**config.mk**
```make
export PLATFORM = sky130hd
export DESIGN_NAME = pseudo_spi_mem_bridge
export DESIGN_NICKNAME = d
export VERILOG_FILES = /design/src/rtl/pseudo_spi_mem_bridge.sv
export SDC_FILE = /design/constraint.sdc
export NUM_CORES = 1
export LEC_CHECK = 0
export ABC_CLOCK_PERIOD_IN_PS = 1800
export CORE_UTILIZATION = 47
export DETAILED_ROUTE_END_ITERATION = 12
export GPL_TIMING_DRIVEN = 0
export PLACE_DENSITY = 0.75
export SYNTH_ARGS = -nofsm -noshare
export SYNTH_HDL_FRONTEND = slang
export SYNTH_SLANG_ARGS = --single-unit
```
**constraint.sdc**
```tcl
create_clock -name CLK -period 1.8 [get_ports CLK]
set_input_delay 0.54 -clock CLK [delete_from_list [all_inputs] [get_ports CLK]]
set_output_delay 0.54 -clock CLK [all_outputs]
set_load 0.05 [all_outputs]
```
**src/rtl/pseudo_spi_mem_bridge.sv**
```systemverilog
// rtl/pseudo_spi_mem_bridge.sv - pseudo-SPI bridge between a single-port sync SRAM and an off-chip tester
//
// Purpose: DUMP mode (MODE=0) reads DATA_LEN words from SRAM starting at ADDR_BGN and
// shifts them out on SO. LOAD mode (MODE=1) shifts DATA_LEN words in on SI and writes
// them to SRAM. Bit rate (FREQ_DIV), bit order (LSB_FIRST) and a zero length are handled.
//
// Ports:
//   CLK, rst_n            clock (rising edge), asynchronous active-low reset
//   BGN                   level enable: rising edge starts, low aborts
//   MODE, LSB_FIRST       direction and bit order, sampled at start
//   ADDR_BGN, DATA_LEN    first address and word count, sampled at start
//   FREQ_DIV              SCLK half-period = FREQ_DIV+1 CLKs, sampled at start
//   SI / SO / SCLK / LAT  serial in, serial out, serial clock, end-of-frame pulse
//   PI                    SRAM read data (Q)
//   CEN, WEN, A, PO       SRAM chip enable, write enable (active low), address, write data
//   BUSY, DONE            transfer in progress, transfer complete

module pseudo_spi_mem_bridge #(
    parameter int DATA_WIDTH = 8,
    parameter int ADDR_WIDTH = 9,
    parameter int LEN_WIDTH  = 8,
    parameter int DIV_WIDTH  = 8
) (
    input  logic                  CLK,
    input  logic                  rst_n,
    input  logic                  BGN,
    input  logic                  MODE,
    input  logic                  LSB_FIRST,
    input  logic [ADDR_WIDTH-1:0] ADDR_BGN,
    input  logic [LEN_WIDTH-1:0]  DATA_LEN,
    input  logic [DIV_WIDTH-1:0]  FREQ_DIV,
    input  logic                  SI,
    input  logic [DATA_WIDTH-1:0] PI,
    output logic                  SCLK,
    output logic                  LAT,
    output logic                  SO,
    output logic                  CEN,
    output logic                  WEN,
    output logic [ADDR_WIDTH-1:0] A,
    output logic [DATA_WIDTH-1:0] PO,
    output logic                  BUSY,
    output logic                  DONE
);

    localparam int BIT_W = (DATA_WIDTH > 1) ? $clog2(DATA_WIDTH) : 1;
    localparam logic [BIT_W-1:0] LAST_BIT = BIT_W'(DATA_WIDTH - 1);

    typedef enum logic [2:0] {
        S_IDLE,
        S_ADDR,
        S_READ,
        S_SHIFT,
        S_WRITE,
        S_LOOP,
        S_DONE
    } state_t;

    state_t                r_state;
    state_t                w_next;

    logic                  r_bgn_d;
    logic                  r_mode;
    logic                  r_lsb;
    logic [ADDR_WIDTH-1:0] r_addr;
    logic [LEN_WIDTH-1:0]  r_cnt;
    logic [DIV_WIDTH-1:0]  r_fdiv;
    logic [DIV_WIDTH-1:0]  r_div;
    logic                  r_half;
    logic [BIT_W-1:0]      r_bit;
    logic                  r_rd_ph;
    logic [DATA_WIDTH-1:0] r_shift;
    logic [DATA_WIDTH-1:0] r_po;
    logic                  r_so;
    logic                  r_sclk;

    logic                  w_bgn_rise;
    logic                  w_abort;
    logic                  w_frame_end;
    logic                  w_last;
    logic [DATA_WIDTH-1:0] w_dump_next;
    logic [DATA_WIDTH-1:0] w_load_next;
    logic                  w_dump_first;

    // Reset value of 1 keeps a BGN that is already high at reset release from
    // looking like a rising edge.
    assign w_bgn_rise  = BGN & ~r_bgn_d;
    assign w_abort     = ~BGN && (r_state != S_IDLE) && (r_state != S_DONE);
    assign w_frame_end = (r_state == S_SHIFT) && (r_div == r_fdiv) && r_half && (r_bit == LAST_BIT);
    assign w_last      = (r_cnt == LEN_WIDTH'(1));

    // Outgoing word moves toward the SO end; incoming bits enter at the far end so the
    // first received bit lands at bit0 (LSB-first) or the MSB (MSB-first) after a full frame.
    assign w_dump_next  = r_lsb ? {1'b0, r_shift[DATA_WIDTH-1:1]} : {r_shift[DATA_WIDTH-2:0], 1'b0};
    assign w_load_next  = r_lsb ? {SI, r_shift[DATA_WIDTH-1:1]} : {r_shift[DATA_WIDTH-2:0], SI};
    assign w_dump_first = r_lsb ? w_dump_next[0] : w_dump_next[DATA_WIDTH-1];

    assign SCLK = r_sclk;
    assign SO   = r_so;
    assign A    = r_addr;
    assign PO   = r_po;

    always_ff @(posedge CLK or negedge rst_n) begin
        if (!rst_n) begin
            r_state <= S_IDLE;
        end else begin
            r_state <= w_next;
        end
    end

    always_comb begin
        w_next = r_state;
        CEN    = 1'b1;
        WEN    = 1'b1;
        LAT    = 1'b0;
        BUSY   = 1'b1;
        DONE   = 1'b0;
        case (r_state)
            S_IDLE: begin
                BUSY = 1'b0;
                if (w_bgn_rise) w_next = S_ADDR;
            end
            S_ADDR: begin
                if (DATA_LEN == '0) w_next = S_DONE;
                else if (MODE)      w_next = S_SHIFT;
                else                w_next = S_READ;
            end
            S_READ: begin
                // Phase 0 issues the read; phase 1 captures Q, which is valid one CLK later.
                CEN = r_rd_ph;
                if (r_rd_ph) w_next = S_SHIFT;
            end
            S_SHIFT: begin
                if (w_frame_end) w_next = r_mode ? S_WRITE : S_LOOP;
            end
            S_WRITE: begin
                CEN    = 1'b0;
                WEN    = 1'b0;
                w_next = S_LOOP;
            end
            S_LOOP: begin
                LAT = 1'b1;
                if (w_last)      w_next = S_DONE;
                else if (r_mode) w_next = S_SHIFT;
                else             w_next = S_READ;
            end
            S_DONE: begin
                BUSY = 1'b0;
                DONE = 1'b1;
                if (!BGN) w_next = S_IDLE;
            end
            default: begin
                w_next = S_IDLE;
            end
        endcase
        if (w_abort) w_next = S_IDLE;
    end

    always_ff @(posedge CLK or negedge rst_n) begin
        if (!rst_n) begin
            r_bgn_d <= 1'b1;
            r_mode  <= 1'b0;
            r_lsb   <= 1'b0;
            r_addr  <= '0;
            r_cnt   <= '0;
            r_fdiv  <= '0;
            r_div   <= '0;
            r_half  <= 1'b0;
            r_bit   <= '0;
            r_rd_ph <= 1'b0;
            r_shift <= '0;
            r_po    <= '0;
            r_so    <= 1'b0;
            r_sclk  <= 1'b0;
        end else begin
            r_bgn_d <= BGN;
            case (r_state)
                S_ADDR: begin
                    r_mode <= MODE;
                    r_lsb  <= LSB_FIRST;
                    r_addr <= ADDR_BGN;
                    r_cnt  <= DATA_LEN;
                    r_fdiv <= FREQ_DIV;
                end
                S_READ: begin
                    r_rd_ph <= ~r_rd_ph;
                    if (r_rd_ph) begin
                        r_shift <= PI;
                        r_so    <= r_lsb ? PI[0] : PI[DATA_WIDTH-1];
                    end
                end
                S_SHIFT: begin
                    if (r_div == r_fdiv) begin
                        r_div <= '0;
                        if (!r_half) begin
                            // SCLK 0->1: this is the SI sampling CLK
                            r_half <= 1'b1;
                            r_sclk <= 1'b1;
                            if (r_mode) r_shift <= w_load_next;
                        end else begin
                            r_half <= 1'b0;
                            r_sclk <= 1'b0;
                            if (r_bit == LAST_BIT) begin
                                r_bit <= '0;
                                if (r_mode) r_po <= r_shift;
                            end else begin
                                r_bit <= r_bit + 1'b1;
                                if (!r_mode) begin
                                    r_shift <= w_dump_next;
                                    r_so    <= w_dump_first;
                                end
                            end
                        end
                    end else begin
                        r_div <= r_div + 1'b1;
                    end
                end
                S_LOOP: begin
                    r_addr <= r_addr + 1'b1;
                    r_cnt  <= r_cnt - 1'b1;
                end
                default: begin
                end
            endcase
            // Abort drops any partial frame; timers restart cleanly on the next transfer.
            if (w_abort) begin
                r_sclk  <= 1'b0;
                r_half  <= 1'b0;
                r_div   <= '0;
                r_bit   <= '0;
                r_rd_ph <= 1'b0;
            end
        end
    end

endmodule
```
# [Yosys cells after proc, flatten, opt, wreduce, memory -nomap -nowiden]
# Index checks and enable logic that the tools add are counted.
[classes] addsub=4 n_eq_ne=22 mux=49 n_bitwise=4 reduce_logical=21
[op_table] op="2-to-1 mux 8 bit" n=11
[op_table] op="2-to-1 mux 3 bit" n=12
[op_table] op="case mux 8 bit (2 select lines)" n=2
[op_table] op="!= test 3 bit (second input constant)" n=8
[op_table] op="case mux 3 bit (7 select lines)" n=1
[op_table] op="2-to-1 mux 1 bit" n=20
[op_table] op="case mux 9 bit (2 select lines)" n=1
[op_table] op="== test 3 bit (second input constant)" n=4
[op_table] op="AND reduction 6 bit" n=2
[op_table] op="nonzero test 2 bit" n=6
[op_table] op="adder 9 x 1 -> 9 bit (second input constant)" n=1
[op_table] op="adder 8 x 1 -> 8 bit (second input constant)" n=1
[op_table] op="== test 8 x 1 -> 1 bit (second input constant)" n=1
[op_table] op="== test 8 bit" n=1
[op_table] op="zero test 8 bit" n=1
[op_table] op="!= test 2 bit (second input constant)" n=4
[op_table] op="subtractor 8 x 1 -> 8 bit (second input constant)" n=1
[op_table] op="== test 3 x 2 -> 1 bit (second input constant)" n=2
[op_table] op="logical AND 1 bit" n=5
[op_table] op="AND reduction 5 bit" n=1
[op_table] op="case mux 1 bit (2 select lines)" n=2
[op_table] op="AND reduction 4 bit" n=1
[op_table] op="adder 3 x 1 -> 3 bit (second input constant)" n=1
[op_table] op="== test 3 x 1 -> 1 bit (second input constant)" n=1
[op_table] op="8 further kinds" n=10
[totals] reg_bits=61 inputBits=39 out_inout_bits=24 wordCells=114

# [Depth between registers and ports, before layout]
# Gate-level depths: netlist of the first run.
[depth] word_depth=7 ltp_mapped=8 mapped_depth_nobuf=7

# [Worst setup path after synthesis of the first run]
# OpenSTA, ideal clock, no wires.
[synth_path] path_kind="flip-flop to output port" startpoint="reg r_state[0]" endpoint="out LAT" arrival_ps=1722 required_ps=1260 setup_slack_ps=-462 path_stages_with_launch=7 path_buffers=3 path_cell_list="dfrtp_1 buf_2 inv_1 buf_2 nor2_1 buf_2 and2_1"
[synth_between] elab_chain_len=2
[synth_rtl] element="start, declared" line_no="58" rtl="state_t r_state;"
[synth_rtl] element="start signal, assigned" line_no="106" rtl="r_state <= w_next;"
[synth_rtl] element="== test 3 bit" line_no="117" rtl="case (r_state)"
[synth_rtl] element="2-to-1 mux 1 bit" line_no="117"
[synth_rtl] element="end, declared" line_no="35" rtl="output logic LAT,"
# No other way between the ends.

# [Worst setup path in the final report of the first run]
[layout_path] startpoint="reg r_state[2]" endpoint="out LAT"
# Same word-level chain as after synthesis.

==> results_dict.tcl, run 1 <==
set metrics [dict create \
    fin_skew_ps 12.79 \
    peakVddDrop_v 0.0005941 \
    fillers 465 \
    synth_top_area_share_pct 44.63 \
    die_x_um 86.61 \
    drt_pass1_iterations 4 \
    wl_met1_mm 4.189 \
    wire_per_inst_um 16.74 \
    yosys-top-cells-count "dfrtp_1, nand2_1, a21oi_1" \
    overflow 0 \
    yosys_most_used_dff "dfrtp_1" \
    required_ps 1260 \
    cp_slowest_stage_delay_ps 440 \
    crit_type "flip-flop to primary output" \
    die_h_um 86.61 \
    path_cells "buf_8 > clkbuf_16 > clkbuf_16 > and2_4 > buf_8" \
    crit_arrival_ps 1500 \
    synth.avg_cell_area_sq_um 9.451 \
    slew_viol_final 0 \
    hpwl_mm 5.440 \
    synth_largest_area_cell "dfrtp_1" \
    tightestPinTransition_ps 584.3 \
    num_rows 30 \
    utilization_pct 73.10 \
    grt_max_degree 40 \
    dieArea_sq_um 7500 \
    crit_start "r_state[2]" \
    reg2reg_from "r_state[2]" \
    clk-insertion-delay-late_ps 340 \
    synth_seq_area_share_pct 45.41 \
    fmax_ghz 0.4901 \
    vias 3182 \
    hold_violations 0 \
    fin_crit_sh_pct 113.4 \
    pre_cts_ws_ps -1045 \
    drc 0 \
    cp.depth 5 \
    syn_nets 401 \
    critPathCapture "LAT" \
    clkTransAtPathRegs_ps 80 \
    drive_gt1_share_pct 32.34 \
    synth_most_common_cell "dfrtp_1" \
    cp_num_buf_inv 4 \
    drt_iter0_markers 154 \
    hold_ws_ps 181.6 \
    synthTopCellsByArea "dfrtp_1, mux2_2, nand2_1, a21oi_1, mux2i_1" \
    violations "setup timing" \
    synth_cell_types 49 \
    ctsLongestPathBuffers 2 \
    h-tree-depth 3 \
    p_total_mw 5.264 \
    cts.sinks 61 \
    r2r_setup_slack_ps -240 \
    postPlaceCellArea_sq_um 4136 \
    n_antenna_cell 0 \
    grt_pass1_wl_mm 13.84 \
    critPathMaxFanout 6 \
    async_flop_share_pct 100.0 \
    portBuffers 62 \
    setup_violations 32 \
    leakage_nw 2.252 \
    dr_wl_met2_mm 4.618 \
    top_layer_used "met4" \
    stdcell_area_sq_um 5021 \
    finalSetupTns_ps -4770 \
    area_growth_pct 49.24 \
    gp_congestion 0.8283 \
    maxCapViolCount 0 \
    syn-cell-area_sq_um 3364 \
    layout.cells.non_filler 566 \
    rsz0062_at_grt "yes" \
    route.met3.wl_um 522 \
    reg2regPathDepth 7 \
    root_buffer "clkbuf_8" \
    cp_slowest_cell "dfrtp_1" \
    power_density_nw_per_um2 1048 \
    finalCriticalPeriod_ps 2041 \
    crit_path_end_kind "primary output" \
    synth_seq_cells 61 \
    wirelength_mm 9.475 \
    syn_inst 356 \
    crit_family "buffers and inverters" \
    dp.cells 515 \
    start_kind "flip-flop" \
    cts_hold_buf 0 \
    io_pins 63 \
    timing.rr.end "r_state[2]" \
    cts_buffers 9 \
    outcome "finished with violations" \
    core_sq_um 6869 \
    hold_path.class "input port to asynchronous set/reset pin" \
    slew_headroom_pct 60.90 \
    start_util_pct 48.98 \
    cts_tree "yes" \
    antenna_found_initial 0 \
    yosysWarnings 0 \
    setup_slack_ps -240.5 \
    grt_pass1_vias 2994 \
    via_per_inst 5.622 \
    nets 512 \
    synth_edf_count 0 \
    ant_nets 0 \
    grtUsageTotal_pct 24.00 \
]
[how the worst min path moves through the flow]
stage	start	slack (ps)	endpoint
final	rst_n	180	r_shift[2]
after global routing	rst_n	210	r_shift[2]
after CTS	rst_n	180	r_shift[2]
after detailed placement	r_fdiv[7]	480	r_fdiv[7]
after global placement	r_fdiv[7]	480	r_fdiv[7]
after floorplan	rst_n	240	A[0]
[layer usage]
layer  track usage (%)  up-vias
met5                 0        -
met4             7.727        0
met3             4.286       21
met2             40.48      122
met1             31.45     1551
li1                  -     1488
[layout by cell type, fill, tap and decap left out, types with 8 or more instances in the layout]
cell type and n:
dlygate4sd2_1 8, buf_4 32, o21ai_0 17, clkdlybuf4s15_2 8, clkdlybuf4s50_1 36, o22ai_1 10, nand2_1 51, a21oi_1 30
mux2_2 10, mux2i_1 15, dfrtp_2 8, nor2_1 28, buf_6 12, clkbuf_8 12, mux2_4 9, nand3_1 13
dfrtp_1 52
[sequential cells by signal (all words and copies together) (netlist names)]
signal	cells
r_cnt	8
r_bit	3
SO	1
r_div	8
r_mode	1
r_fdiv	8
PO	8
SCLK	1
r_rd_ph	1
r_state	3
r_lsb	1
r_shift	8
r_bgn_d	1
A	9
[what timing repair did]
item,4_1_cts,5_1_grt
setup buffers,23,18
pin swaps,14,22
resized for setup,129,42
endpoints found under the setup margin,62,48
[area by class of cell]
type                       instances  area [sq um]  share of cell area, %
buffer                            14         150.1                  2.990
clock buffer                      13         168.9                  3.364
clock inverter                     1         30.03                 0.5981
inverter                           7         31.28                 0.6230
multi-input combinational        271          1976                  39.35
sequential                        61          1538                  30.63
tap                               96         120.1                  2.392
timing repair buffer             103          1007                  20.06
[logic make-up after synthesis]
family | share of synthesized area [%]
AOI/OAI and AO/OA | 15.32
and+or+nand+nor | 19.04
DFF | 45.41
muxes | 11.49
buffers and inverters | 3.124
xor gates and xnor gates | 3.384
adders and majority gates | 2.231
[power breakdown]
| part | internal (mW) | leakage (nW) | total (mW) | switching, mW |
|---|---|---|---|---|
| clock | 0.739 | 0.102 | 1.26 | 0.518 |
| combinational | 0.818 | 1.40 | 1.87 | 1.05 |
| sequential | 1.71 | 0.750 | 2.14 | 0.426 |
No activity file was read; power rests on OpenSTA's default activity.
==> inputs of run 2 (changes only) <==
SETUP_SLACK_MARGIN = 0.15   (was unset)
==> results_dict.tcl, run 2 (synthesized netlist as in run 1, its figures left out) <==
set metrics [dict create \
    grt_max_degree 37 \
    slew_headroom_pct 59.47 \
    ant_nets 0 \
    drive_gt1_share_pct 36.17 \
    r2r_setup_slack_ps -170 \
    ctsLongestPathBuffers 2 \
    crit_arrival_ps 1510 \
    n_antenna_cell 0 \
    timing.rr.end "PO[1]" \
    route.met3.wl_um 421 \
    crit_path_end_kind "primary output" \
    portBuffers 62 \
    slew_viol_final 0 \
    p_sw_mw 2.127 \
    hold_path.class "input port to asynchronous set/reset pin" \
    clkTransAtPathRegs_ps 80 \
    pre_cts_ws_ps -891.8 \
    maxCapViolCount 0 \
    die_x_um 86.61 \
    cts.sinks 61 \
    crit_start "r_state[1]" \
    nets 510 \
    largest_register_ffs 9 \
    die_h_um 86.61 \
    dieArea_sq_um 7500 \
    overflow 0 \
    required_ps 1260 \
    hold_ws_ps 188.9 \
    setup_slack_ps -248.3 \
    root_buffer "clkbuf_8" \
    setup_violations 29 \
    reg2reg_from "r_state[2]" \
    cp_num_buf_inv 3 \
    p_int_mw 3.330 \
    cp_slowest_cell "dfrtp_1" \
    final_cell_mix "dfrtp_1, nand2_1, buf_4, a21oi_1, clkdlybuf4s50_1" \
    power_density_nw_per_um2 1075 \
    leakage_nw 2.267 \
    hpwl_mm 5.689 \
    clk-insertion-delay-late_ps 360 \
    start_util_pct 48.98 \
    violations "setup timing" \
    peakVddDrop_v 0.0007056 \
    path_cells "buf_4 > nor2b_4 > nor3_4 > inv_2 > buf_8" \
    num_rows 30 \
    outcome "finished with violations" \
    p_seq_share_pct 39.6 \
    io_pins 63 \
    wl_met1_mm 4.051 \
    cts_hold_buf 0 \
    fin_skew_ps 13.66 \
    drc 0 \
    pwr-share-clk_pct 24.4 \
    cp_slowest_stage_delay_ps 430 \
    critPathMaxFanout 3 \
    wirelength_mm 9.727 \
    swShare_pct 38.97 \
    drt_pass1_iterations 4 \
    fmax_ghz 0.4882 \
    area_growth_pct 50.84 \
    grt_pass1_vias 2986 \
    finalCriticalPeriod_ps 2048 \
    grt_pass1_wl_mm 14.38 \
    vias 3162 \
    antenna_found_initial 0 \
    top_layer_used "met4" \
    wire_per_inst_um 17.19 \
    gp_congestion 0.8220 \
    rsz0062_at_grt "yes" \
    fin_crit_sh_pct 113.8 \
    grtUsageTotal_pct 25.46 \
    cts_tree "yes" \
    tightestPinTransition_ps 608.0 \
    hold_violations 0 \
    core_sq_um 6869 \
    cp.depth 5 \
    dr_wl_met2_mm 5.060 \
    mostFrequentLayoutCell "dfrtp_1" \
    reg2regPathDepth 7 \
    crit_type "flip-flop to primary output" \
    p_comb_share_pct 36.1 \
    via_per_inst 5.587 \
    drt_iter0_markers 164 \
    h-tree-depth 3 \
    critPathCapture "BUSY" \
    start_kind "flip-flop" \
    crit_family "flip-flops" \
    cts_buffers 9 \
]
## run 2: cell types whose count changed in the layout (fill, tap and decap cells not counted), moves of 2 or more
| cell | change |
|---|---|
| dfrtp_2 | -2 |
| buf_6 | -2 |
| clkdlybuf4s15_2 | -5 |
| o22ai_1 | -9 |
| dfrtp_1 | +2 |
| buf_12 | +2 |
| o22ai_2 | +8 |
| clkbuf_8 | +2 |
| clkdlybuf4s50_1 | -6 |
| buf_2 | +8 |
| clkbuf_4 | +4 |
| clkdlybuf4s15_1 | -3 |
## run 2: worst min path at each step
stage | slack (ps) | startpoint | end | cells after the start
floorplan | 240 | rst_n | A[0] | 0
global placement | 480 | r_fdiv[0] | r_fdiv[0] | 2
finish | 190 | rst_n | r_fdiv[7] | 1
CTS | 220 | rst_n | r_fdiv[7] | 1
global route | 240 | rst_n | r_fdiv[6] | 1
detailed placement | 480 | r_fdiv[0] | r_fdiv[0] | 2
## run 2: final cells by class
type	instances	area, sq um
Timing Repair Buffer	98	908.4
Tap cell	96	120.1
Fill cell	460	1794
Inverter	7	28.78
Buffer	17	207.7
Clock inverter	3	42.54
Multi-Input combinational cell	271	2063
Sequential cell	61	1535
Clock buffer	13	168.9
## run 2: metal layers
layer | vias to the layer above | track usage [%]
met5 | - | 0
met4 | 0 | 11.06
met3 | 16 | 5.238
met2 | 89 | 41.85
met1 | 1575 | 32.67
li1 | 1482 | -
## run 2: power by group through the flow
| stage | combinational, mW | clock [mW] | sequential, mW |
|---|---|---|---|
| 2_1_floorplan | 0.893 | 0 | 2.32 |
| 3_3_place_gp | 1.62 | 0 | 2.09 |
| 3_5_place_dp | 1.67 | 0 | 2.12 |
| 4_1_cts | 1.79 | 1.32 | 2.11 |
| 5_1_grt | 2.12 | 1.38 | 2.20 |
| 6_report | 1.97 | 1.33 | 2.16 |
## run 2: timing repair
action	CTS	global route
pin swaps	19	10
gates resized for setup	192	53
setup endpoints to repair	65	66
gates cloned	0	0
buffers inserted	27	8
endpoints found under the hold margin	0	0
## run 2: per-stage QoR
| stage | setup TNS, ps | util (%) | instances | cell area [sq um] | total power, mW |
|---|---|---|---|---|---|
| 2_1_floorplan | 0 | - | 356 | 3412 | 3.209 |
| 6_report | -3610 | 73.88 | 566 | 5075 | 5.457 |
| 3_3_place_gp | -122710 | 60.46 | 514 | 4153 | 3.714 |
| 3_5_place_dp | -12840 | 60.67 | 515 | 4168 | 3.783 |
| 5_1_grt | -5989 | 73.88 | 566 | 5075 | 5.701 |
| 4_1_cts | -2721 | 71.13 | 558 | 4886 | 5.221 |
## run 2: worst register-to-register path, cell delays in order (launching register included)
cell	delay [ps]
dfrtp_1	400
buf_4	170
nand2b_4	180
nor4_4	330
nand4_4	170
nor2_4	130
buf_12	150
mux2_4	310
==> inputs of run 3 (changes only) <==
CORE_UTILIZATION = 57   (was 47)
DONT_BUFFER_PORTS = 1   (was unset)
GPL_ROUTABILITY_DRIVEN = 1   (was unset)
==> results_dict.tcl, run 3 (synthesized netlist as in run 1, its figures left out) <==
set metrics [dict create \
    num_rows 27 \
    tightestPinTransition_ps 608.3 \
    hold_path.class "input port to asynchronous set/reset pin" \
    clkTransAtPathRegs_ps 70 \
    r2r_setup_slack_ps -220 \
    slew_headroom_pct 59.44 \
    fin_crit_sh_pct 112.0 \
    setup_violations 32 \
    reg2reg_from "r_fdiv[6]" \
    cts_buffers 9 \
    rsz0062_at_grt "yes" \
    p_int_mw 3.152 \
    root_buffer "clkbuf_8" \
    maxCapViolCount 0 \
    path_cells "xor2_2 > nor4_4 > and3_1 > buf_6 > a32oi_4 > buf_12 > mux2_2" \
    grt_pass1_vias 2882 \
    fin_skew_ps 7.649 \
    cp_slowest_stage_delay_ps 420 \
    leakage_nw 1.961 \
    final_cell_mix "dfrtp_1, nand2_1, a21oi_1, nor2_1, buf_4" \
    critPathMaxFanout 8 \
    ctsLongestPathBuffers 2 \
    dieArea_sq_um 6214 \
    drt_iter0_markers 159 \
    drt_pass1_iterations 4 \
    grtUsageTotal_pct 28.31 \
    crit_path_end_kind "flip-flop" \
    mostFrequentLayoutCell "dfrtp_1" \
    hold_ws_ps -115.7 \
    finalCriticalPeriod_ps 2016 \
    fmax_ghz 0.4959 \
    grt_max_degree 62 \
    dp.cells 428 \
    start_kind "flip-flop" \
    clk-insertion-delay-late_ps 350 \
    wire_per_inst_um 19.16 \
    io_pins 63 \
    crit_type "flip-flop to flip-flop" \
    p_seq_share_pct 47.5 \
    utilization_pct 77.53 \
    area_growth_pct 29.23 \
    slew_viol_final 0 \
    fillers 344 \
    hpwl_mm 5.105 \
    p_comb_share_pct 26.8 \
    die_x_um 78.83 \
    layout.cells.non_filler 479 \
    portBuffers 0 \
    p_sw_mw 1.982 \
    antenna_found_initial 0 \
    power_density_nw_per_um2 1181 \
    outcome "finished with violations" \
    core_sq_um 5608 \
    h-tree-depth 3 \
    vias 2942 \
    peakVddDrop_v 0.0008439 \
    hold_violations 60 \
    largest_register_ffs 9 \
    die_h_um 78.83 \
    swShare_pct 38.60 \
    wirelength_mm 9.179 \
    nets 447 \
    crit_arrival_ps 2250 \
    drive_gt1_share_pct 31.45 \
    ant_nets 0 \
    grt_pass1_wl_mm 13.37 \
    overflow 0 \
    drc 0 \
    gp_congestion 0.8295 \
    start_util_pct 60.00 \
    cp_slowest_cell "dfrtp_1" \
    violations "hold timing, setup timing" \
    pwr-share-clk_pct 25.7 \
    crit_start "r_fdiv[6]" \
    required_ps 2040 \
    n_antenna_cell 0 \
    cts.sinks 61 \
    setup_slack_ps -216.5 \
    via_per_inst 6.142 \
    cts_tree "yes" \
]
-- run 3: changes by cell type in the layout (fill, tap and decap cells not counted), sizes merged, moves of 2 or more --
cell	change
buf	-19
clkbuf	-6
clkdlybuf4s15	-3
clkdlybuf4s50	-30
clkinv	+2
dlygate4sd2	-7
-- run 3: path summary, 6_finish.rpt --
check                        endpoint  cells past startpoint
max                        r_shift[6]                      7
min                              A[4]                      0
max reg2reg                r_shift[6]                      7
min reg2reg                 r_fdiv[0]                      2
max in group asynchronous     r_bgn_d                      0
min in group CLK              r_bgn_d                      0
-- run 3: power by group through the flow --
| stage | Sequential (mW) | Combinational (mW) | Clock, mW |
|---|---|---|---|
| after floorplan | 2.32 | 0.893 | 0 |
| after global placement | 2.41 | 1.01 | 0 |
| after detailed placement | 2.43 | 1.05 | 0 |
| after CTS | 2.42 | 1.20 | 1.32 |
| after global routing | 2.49 | 1.51 | 1.39 |
| final | 2.44 | 1.38 | 1.32 |
-- run 3: layer usage --
metal | vias up | global-route usage, % | wire [um]
met5 | - | 0 | 0
met4 | 0 | 15.82 | 354
met3 | 32 | 7.471 | 558
met2 | 102 | 47.65 | 4514
met1 | 1435 | 32.78 | 3752
li1 | 1373 | - | -
-- run 3: stage by stage --
| stage | hold WS [ps] | setup TNS [ps] | area (sq um) | power [mW] | setup WS, ps |
|---|---|---|---|---|---|
| 2_1_floorplan | 244.4 | 0 | 3412 | 3.209 | 8.262 |
| 3_3_place_gp | 245.5 | -5339 | 3502 | 3.420 | -230.4 |
| 3_5_place_dp | 245.7 | -5575 | 3502 | 3.474 | -247.7 |
| 4_1_cts | -123.4 | -3910 | 4129 | 4.939 | -199.3 |
| 5_1_grt | -128.5 | -7032 | 4348 | 5.390 | -284.1 |
| 6_report | -115.7 | -4964 | 4348 | 5.133 | -216.5 |
-- run 3: cell type report --
type | instances | area [sq um] | share of cell area (%)
Multi-Input combinational cell | 271 | 1963 | 45.15
Sequential cell | 61 | 1536 | 35.34
Timing Repair Buffer | 35 | 324.1 | 7.453
Buffer | 17 | 193.9 | 4.460
Clock buffer | 11 | 131.4 | 3.022
Tap cell | 72 | 90.09 | 2.072
Clock inverter | 5 | 75.07 | 1.727
Inverter | 7 | 33.78 | 0.7770
-- run 3: timing repair --
item,CTS,global route
endpoints found under the hold margin,60,60
setup buffers,20,14
gates resized for setup,56,31
pin swaps,16,14
gates cloned,0,1
endpoints found under the setup margin,49,59
-- run 3: worst max-delay path, delay by kind of cell, from the launching register on --
kind,cells,cell delay (ps)
XOR/XNOR,1,200
flip-flops,1,420
AO/OA/AOI/OAI,1,110
AND/OR/NAND/NOR,2,600
buffers and inverters,2,310
multiplexers,1,270
